**src/rtl/pcie_tlp_pkg.sv**
```systemverilog
// Shared TLP constants, generator state encoding and the MWr header builder.
package pcie_tlp_pkg;

    localparam logic [1:0] FMT_3DW_DATA = 2'b10;
    localparam logic [1:0] FMT_4DW_DATA = 2'b11;
    localparam logic [4:0] TYPE_MEM     = 5'b00000;

    typedef enum logic [2:0] {IDLE, REQ, BEAT0, BEAT1, BEAT2, REL} state_t;

    // h1 in the upper half so the struct drops straight onto beat 0
    typedef struct packed {
        logic [31:0] h1;
        logic [31:0] h0;
    } mwr_hdr_t;

    function automatic mwr_hdr_t build_mwr_hdr(input logic        is64,
                                               input logic [15:0] req_id,
                                               input logic [7:0]  tag);
        mwr_hdr_t hdr;
        hdr.h0 = {1'b0, (is64 ? FMT_4DW_DATA : FMT_3DW_DATA), TYPE_MEM, 1'b0, 3'b000,
                  4'b0000, 1'b0, 1'b0, 2'b00, 2'b00, 10'd1};
        hdr.h1 = {req_id, tag, 4'h0, 4'hF};
        return hdr;
    endfunction

endpackage

```
**src/rtl/pcie_mwr_tlp_gen_if.sv**
```systemverilog
// TX side of the generator: arbiter req/ack plus the 64-bit AXI4-Stream beat.
interface pcie_mwr_tlp_gen_if #(
    parameter int C_DATA_WIDTH = 64,
    parameter int KEEP_WIDTH   = C_DATA_WIDTH / 8
);
    logic                    req;
    logic                    ack;
    logic                    tready;
    logic [C_DATA_WIDTH-1:0] tdata;
    logic [KEEP_WIDTH-1:0]   tkeep;
    logic                    tlast;
    logic                    tvalid;
    logic                    src_dsc;

    modport master (output req, tdata, tkeep, tlast, tvalid, src_dsc,
                    input  ack, tready);
    modport slave  (input  req, tdata, tkeep, tlast, tvalid, src_dsc,
                    output ack, tready);
endinterface

```
**src/rtl/pcie_mwr_tlp_gen.sv**
```systemverilog
// Single-DW Memory Write TLP generator: accepts a command, wins the arbiter,
// then streams a 3DW or 4DW MWr TLP with full tready backpressure.
module pcie_mwr_tlp_gen
    import pcie_tlp_pkg::*;
#(
    parameter int C_DATA_WIDTH = 64,
    parameter int KEEP_WIDTH   = C_DATA_WIDTH / 8,
    parameter int TCQ          = 1
) (
    input  logic                clk,
    input  logic                sys_rst_n,
    input  logic                cmd_valid,
    output logic                cmd_ready,
    input  logic [63:0]         cmd_addr,
    input  logic [31:0]         cmd_data,
    input  logic [15:0]         cfg_completer_id,
    pcie_mwr_tlp_gen_if.master  tx,
    output logic [31:0]         tlp_count
);

    if (C_DATA_WIDTH != 64 || KEEP_WIDTH != C_DATA_WIDTH / 8 || TCQ < 0) begin : g_bad_param
        $error("pcie_mwr_tlp_gen: only a 64-bit stream is supported");
    end

    state_t                  state_q, state_d;
    logic                    cmd_ready_q, cmd_ready_d;
    logic                    req_q, req_d;
    logic                    tvalid_q, tvalid_d;
    logic                    tlast_q, tlast_d;
    logic [C_DATA_WIDTH-1:0] tdata_q, tdata_d;
    logic [KEEP_WIDTH-1:0]   tkeep_q, tkeep_d;
    logic [7:0]              tag_q, tag_d;
    logic [31:0]             count_q, count_d;
    logic [63:2]             addr_q, addr_d;
    logic [31:0]             data_q, data_d;
    logic [15:0]             id_q, id_d;
    logic                    is64_q, is64_d;
    logic                    beat_hs;
    logic                    pkt_done;
    logic                    unused_addr_lo;

    // DW alignment makes the low address bits meaningless
    assign unused_addr_lo = ^cmd_addr[1:0];
    assign beat_hs        = tvalid_q && tx.tready;

    always_comb begin
        state_d     = state_q;
        cmd_ready_d = cmd_ready_q;
        req_d       = req_q;
        tvalid_d    = tvalid_q;
        tlast_d     = tlast_q;
        tdata_d     = tdata_q;
        tkeep_d     = tkeep_q;
        tag_d       = tag_q;
        count_d     = count_q;
        addr_d      = addr_q;
        data_d      = data_q;
        id_d        = id_q;
        is64_d      = is64_q;
        pkt_done    = 1'b0;

        unique case (state_q)
            IDLE: begin
                if (cmd_ready_q && cmd_valid) begin
                    addr_d      = cmd_addr[63:2];
                    data_d      = cmd_data;
                    id_d        = cfg_completer_id;
                    is64_d      = |cmd_addr[63:32];
                    cmd_ready_d = 1'b0;
                    req_d       = 1'b1;
                    state_d     = REQ;
                end else begin
                    cmd_ready_d = 1'b1;
                end
            end
            REQ: begin
                if (tx.ack) begin
                    state_d  = BEAT0;
                    tvalid_d = 1'b1;
                    tdata_d  = build_mwr_hdr(is64_q, id_q, tag_q);
                    tkeep_d  = '1;
                    tlast_d  = 1'b0;
                end
            end
            BEAT0: begin
                if (beat_hs) begin
                    state_d = BEAT1;
                    tdata_d = is64_q ? {addr_q[31:2], 2'b00, addr_q[63:32]}
                                     : {data_q, addr_q[31:2], 2'b00};
                    tlast_d = !is64_q;
                end
            end
            BEAT1: begin
                if (beat_hs) begin
                    if (is64_q) begin
                        state_d = BEAT2;
                        tdata_d = {32'h0, data_q};
                        tkeep_d = 8'h0F;
                        tlast_d = 1'b1;
                    end else begin
                        pkt_done = 1'b1;
                    end
                end
            end
            BEAT2: pkt_done = beat_hs;
            REL: begin
                // a stale grant must be gone before the next command can win again
                if (!tx.ack) begin
                    state_d     = IDLE;
                    cmd_ready_d = 1'b1;
                end
            end
            default: state_d = IDLE;
        endcase

        if (pkt_done) begin
            state_d  = REL;
            tvalid_d = 1'b0;
            tlast_d  = 1'b0;
            tdata_d  = '0;
            tkeep_d  = '0;
            req_d    = 1'b0;
            tag_d    = tag_q + 8'd1;
            count_d  = count_q + 32'd1;
        end
    end

    always_ff @(posedge clk) begin
        if (!sys_rst_n) begin
            state_q     <= IDLE;
            cmd_ready_q <= 1'b0;
            req_q       <= 1'b0;
            tvalid_q    <= 1'b0;
            tlast_q     <= 1'b0;
            tdata_q     <= '0;
            tkeep_q     <= '0;
            tag_q       <= '0;
            count_q     <= '0;
            addr_q      <= '0;
            data_q      <= '0;
            id_q        <= '0;
            is64_q      <= 1'b0;
        end else begin
            state_q     <= state_d;
            cmd_ready_q <= cmd_ready_d;
            req_q       <= req_d;
            tvalid_q    <= tvalid_d;
            tlast_q     <= tlast_d;
            tdata_q     <= tdata_d;
            tkeep_q     <= tkeep_d;
            tag_q       <= tag_d;
            count_q     <= count_d;
            addr_q      <= addr_d;
            data_q      <= data_d;
            id_q        <= id_d;
            is64_q      <= is64_d;
        end
    end

    assign cmd_ready  = cmd_ready_q;
    assign tx.req     = req_q;
    assign tx.tvalid  = tvalid_q;
    assign tx.tlast   = tlast_q;
    assign tx.tdata   = tdata_q;
    assign tx.tkeep   = tkeep_q;
    assign tx.src_dsc = 1'b0;
    assign tlp_count  = count_q;

endmodule

```
**src/flat_wrapper.sv**
```systemverilog
// flat-port wrapper written by rule: the top's interface ports become plain ports
module pcie_mwr_tlp_gen_flat import pcie_tlp_pkg::*;
#(
    parameter int C_DATA_WIDTH = 64,
    parameter int KEEP_WIDTH   = C_DATA_WIDTH / 8,
    parameter int TCQ          = 1
)
  (clk, sys_rst_n, cmd_valid, cmd_ready, cmd_addr, cmd_data, cfg_completer_id, tlp_count, tx_req, tx_tdata, tx_tkeep, tx_tlast, tx_tvalid, tx_src_dsc, tx_ack, tx_tready);
  pcie_mwr_tlp_gen_if #(.C_DATA_WIDTH(C_DATA_WIDTH), .KEEP_WIDTH(KEEP_WIDTH)) tx_i ();
  input  logic clk;
  input  logic sys_rst_n;
  input  logic cmd_valid;
  output logic cmd_ready;
  input  logic [63:0] cmd_addr;
  input  logic [31:0] cmd_data;
  input  logic [15:0] cfg_completer_id;
  output logic [31:0] tlp_count;
  output wire logic [$bits(tx_i.req)-1:0] tx_req;
  output wire logic [$bits(tx_i.tdata)-1:0] tx_tdata;
  output wire logic [$bits(tx_i.tkeep)-1:0] tx_tkeep;
  output wire logic [$bits(tx_i.tlast)-1:0] tx_tlast;
  output wire logic [$bits(tx_i.tvalid)-1:0] tx_tvalid;
  output wire logic [$bits(tx_i.src_dsc)-1:0] tx_src_dsc;
  input wire logic [$bits(tx_i.ack)-1:0] tx_ack;
  input wire logic [$bits(tx_i.tready)-1:0] tx_tready;
  assign tx_req = tx_i.req;
  assign tx_tdata = tx_i.tdata;
  assign tx_tkeep = tx_i.tkeep;
  assign tx_tlast = tx_i.tlast;
  assign tx_tvalid = tx_i.tvalid;
  assign tx_src_dsc = tx_i.src_dsc;
  assign tx_i.ack = tx_ack;
  assign tx_i.tready = tx_tready;
  pcie_mwr_tlp_gen #(.C_DATA_WIDTH(C_DATA_WIDTH), .KEEP_WIDTH(KEEP_WIDTH), .TCQ(TCQ)) u_core (.clk(clk), .sys_rst_n(sys_rst_n), .cmd_valid(cmd_valid), .cmd_ready(cmd_ready), .cmd_addr(cmd_addr), .cmd_data(cmd_data), .cfg_completer_id(cfg_completer_id), .tx(tx_i), .tlp_count(tlp_count));
endmodule
```
**config.mk**
```make
export PLATFORM = sky130hd
export DESIGN_NAME = pcie_mwr_tlp_gen_flat
export DESIGN_NICKNAME = d
export VERILOG_FILES = /design/src/rtl/pcie_tlp_pkg.sv /design/src/rtl/pcie_mwr_tlp_gen_if.sv /design/src/rtl/pcie_mwr_tlp_gen.sv /design/src/flat_wrapper.sv
export SDC_FILE = /design/constraint.sdc
export NUM_CORES = 1
export LEC_CHECK = 0
export CORE_MARGIN = 3
export CORE_UTILIZATION = 30
export DETAILED_ROUTE_END_ITERATION = 8
export SLEW_MARGIN = 0
export SYNTH_ARGS = -nofsm -noshare
export SYNTH_HDL_FRONTEND = slang
export SYNTH_SLANG_ARGS = --single-unit
export TNS_END_PERCENT = 5
```
**constraint.sdc**
```tcl
create_clock -name clk -period 2.45 [get_ports clk]
set_input_delay 0.49 -clock clk [delete_from_list [all_inputs] [get_ports clk]]
set_output_delay 0.49 -clock clk [all_outputs]
set_load 0.02 [all_outputs]
```
==> flow_summary_export.csv, run 1 <==
group,metric,value,unit
final_layout,nNetsFinal,1557,
critical_path,critPathLaunch,"u_core.state_q[1]",
timing,setup_violations,0,
synth,yosys.area_share.simple,21.4,%
final_layout,fin_area,0.0137,mm²
critical_path,rrSetupSlack,0.32,ns
synth,synth-compound-area-share,19.9,%
pwr,combPwrFrac,28.8,%
timing,fmax,0.470,GHz
critical_path,crit_buf_inv,3,
synth,synth.distinct_cells,51,
clock_network,postCtsSetupBuffers,0,
critical_path,cp.required,2.93,ns
clock_network,htree_levels,1,
timing,finalHoldViolations,0,
place,placedCellCount,1851,
global_routing,globalRoute.totalOverflow,0,
synth,ys.flop_type,"dfxtp_1",
critical_path,r2r_end,"u_core.tx.tdata[29]",
critical_path,cp-start-kind,"register",
timing,maxSlewViolCount,0,
synth,yosysSeqAreaShare,44.7,%
clock_network,cts_root_buf,"clkbuf_16",
hold_path,hp-class,"reg -> reg",
pwr,netSwitchingPower,3.95,mW
hold_path,hp-start,"u_core.id_q[3]",
global_routing,grt_pass1_wl,51800,µm
timing,setup_ws,0.323,ns
synth,synth_top_area_share,44.7,%
clock_network,cts_buffer_depth,3,
route,drt_wl_total,33200,µm
pwr,total_power,11.7,mW
critical_path,r2r-start,"u_core.state_q[1]",
synth,synthAdderAreaFrac,0.249,%
clock_network,cts_made_buffers,27,
critical_path,path_cells,"buf_4, inv_1, o31a_1, buf_4, a2111o_1, a21oi_1",
synth,synth_top_family_by_area,"simple AND/OR/NAND/NOR gates",
synth,async_flop_share,0,%
final_layout,syn2layout_area_growth,36.7,%
critical_path,slowest_delay,0.54,ns
route,drt_iter0_drc,620,
floorplanning,io_pins,226,
final_layout,fill_cells,3273,
timing,slew_headroom,51.4,%
synth,synthMuxAreaShare,7.61,%
hold_path,hold_path_end,"u_core.id_q[3]",
final_layout,num_antenna_cells,0,
synth,synth-edff-count,0,
place,io_buffers,222,
clock_network,hold_buffers,0,
route,viasPerCell,5.11,
floorplanning,start_util,30.6,%
final_layout,fin_cells,1896,
critical_path,cp-end-kind,"register",
global_routing,first_global_vias,9198,
pwr,p_clk_share,33.8,%
pwr,power.leakage,4.37,nW
critical_path,path_class,"reg -> reg",
global_routing,grt_usage,17.9,%
global_routing,antenna_found_initial,4,
critical_path,path_common_cell,"buf_4",
clock_network,cts_sinks,224,
synth,synth_fp_nets,1379,
pwr,p_int,7.76,mW
route,final_antenna_net_count,0,
place,dpl_cell_area,0.0128,mm²
pwr,p_seq_share,37.4,%
synth,yosysWarnings,0,
timing,fin_crit_sh,86.8,%
floorplanning,die_h,189,µm
final_layout,final_util,41.8,%
final_layout,layout-drive-gt1-share,7.57,%
clock_network,cts_tree,"built",
synth,yosys-top-cells-area,"dfxtp_1 (45%), a21oi_1 (11%), nand2_1 (11%)",
route,dr.pass1.iters,5,
clock_network,clk_latency,0.55,ns
synth,synth-xor-area-share,0.960,%
synth,ys_ff_latch,224,
clock_network,cts_resized,0,
floorplanning,fp.dieW,189,µm
floorplanning,die_area,0.0357,mm²
synth,synthCells,1260,
timing,worstMarginPinSlew,0.729,ns
route,drc_errors,0,
pwr,p_per_area,854,mW/mm²
route,vias,9698,
synth,yosysMostFrequentCell,"nand2_1",
run_status,status,"complete, no violations",
floorplanning,num_rows,66,
pwr,switching_share,33.7,%
critical_path,crit_fanout,18,
clock_network,clkTransAtPathRegs,0.06,ns
floorplanning,core,0.0328,mm²
critical_path,cp.arrival,2.60,ns
synth,postSynthAreaPerCell,7.96,µm²
synth,mappedNetlistArea,0.0100,mm²
global_routing,grt_max_degree,91,
critical_path,r2r_cells,6,
timing,min_period,2.13,ns
place,gp_congestion,0.810,
critical_path,crit_slowest_cell,"o31a_1",
place,hpwl,23500,µm
critical_path,critPathTopFamily,"compound AO/OA/AOI/OAI gates",
final_layout,final-seq-area,0.00449,mm²
synth,yosys.area.top_type,"dfxtp_1",
place,place_ws,-0.0332,ns
run,max_cap_viol_count,0,
pwr,worst_ir_drop_vdd,0.544,mV
hold_path,holdPathStages,2,
timing,skew,0.0288,ns
synth,netlist_top_cells_count,"nand2_1 (284), dfxtp_1 (224), a21oi_1 (217)",
route,wire_per_inst,17.5,µm
timing,rsz0062_at_grt,"no",
final_layout,multiInputGateArea,0.00507,mm²
## metrics by stage
stage | hold WS [ns] | setup TNS (ns)
floorplan | 0.432 | 0
global placement | 0.444 | -0.0383
detailed placement | 0.449 | -0.0721
CTS | 0.456 | 0
global route | 0.471 | 0
finish | 0.455 | 0
## cell usage in the layout, fill, tap and decap left out, types with 15 or more instances in the layout
cell type and count:
nand2_1 283, clkdlybuf4s50_1 222, dfxtp_1 220, a21oi_1 217, o21ai_0 75, mux2i_1 74
nor2_1 48, nand4_1 38, buf_4 33, a211oi_1 28, clkbuf_16 27, nand2b_1 18
nor4_1 15
## worst min-delay path: cells and delay by family (launching register included)
kind             cells  cell delay, ns
flip-flops           1            0.31
AND/OR/NAND/NOR      1            0.05
AO/OA/AOI/OAI        1            0.05
## per-layer routing
layer | vias to the layer above | wire length [µm] | track usage [%]
met1 | 4570 | 15200 | 25.4
met5 | - | 48 | 0
met2 | 306 | 14700 | 28.1
met4 | 8 | 665 | 3.81
li1 | 4761 | - | -
met3 | 53 | 2600 | 3.85
## cells by family after synthesis
family                     after synthesis
other                                    1
DFF                                    224
buffers and inverters                  126
AOI/OAI and AO/OA                      356
adders and majority gates                2
xor gates and xnor gates                11
muxes                                   76
and+or+nand+nor                        464
## sequential cells by signal, indices dropped and copies added (netlist names)
signal / count
u_core.tx.tdata: 64
u_core.is64_q: 1
u_core.id_q: 16
u_core.addr_q: 62
u_core.tx.tlast: 1
u_core.data_q: 32
u_core.state_q: 3
u_core.cmd_ready: 1
u_core.tx.req: 1
u_core.tlp_count: 32
u_core.tag_q: 8
u_core.tx.tvalid: 1
u_core.tx.tkeep: 2
## final cells by class
cell class | instances | area share, %
multi-input combinational | 910 | 37.0
inverter | 10 | 0.292
clock inverter | 8 | 0.812
tap | 442 | 4.03
timing repair buffer | 265 | 19.5
sequential | 224 | 32.8
clock buffer | 37 | 5.64
## how the worst max path moves through the flow
stage / endpoint / slack (ns) / depth (start not counted)
after floorplan: u_core.tlp_count[29] / 0.44 / 6
after global placement: u_core.tlp_count[17] / -0.02 / 5
final: u_core.tx.tdata[29] / 0.32 / 6
after global routing: u_core.tx.tdata[8] / 0.16 / 5
after detailed placement: u_core.tlp_count[9] / -0.03 / 6
after CTS: tx_tvalid / 0.31 / 1
## power by group through the flow
stage	logic, mW	registers, mW	clock network [mW]
global route	3.69	4.44	4.20
finish	3.37	4.38	3.96
CTS	3.38	4.38	4.07
floorplan	1.96	4.49	0
detailed placement	3.38	4.46	0
global placement	3.34	4.44	0
(Power assumes the default switching activity.)
==> run 2: changes to the inputs <==
--- a/config.mk
+++ b/config.mk
@@ -5,9 +5,11 @@
 export SDC_FILE = /design/constraint.sdc
 export NUM_CORES = 1
 export LEC_CHECK = 0
+export CAP_MARGIN = 10
 export CORE_MARGIN = 3
 export CORE_UTILIZATION = 30
 export DETAILED_ROUTE_END_ITERATION = 8
+export SETUP_SLACK_MARGIN = 0.02
 export SLEW_MARGIN = 0
 export SYNTH_ARGS = -nofsm -noshare
 export SYNTH_HDL_FRONTEND = slang
==> results of run 2 <==
Same layout as run 1: the final DEF is identical, and so are final timing and power.
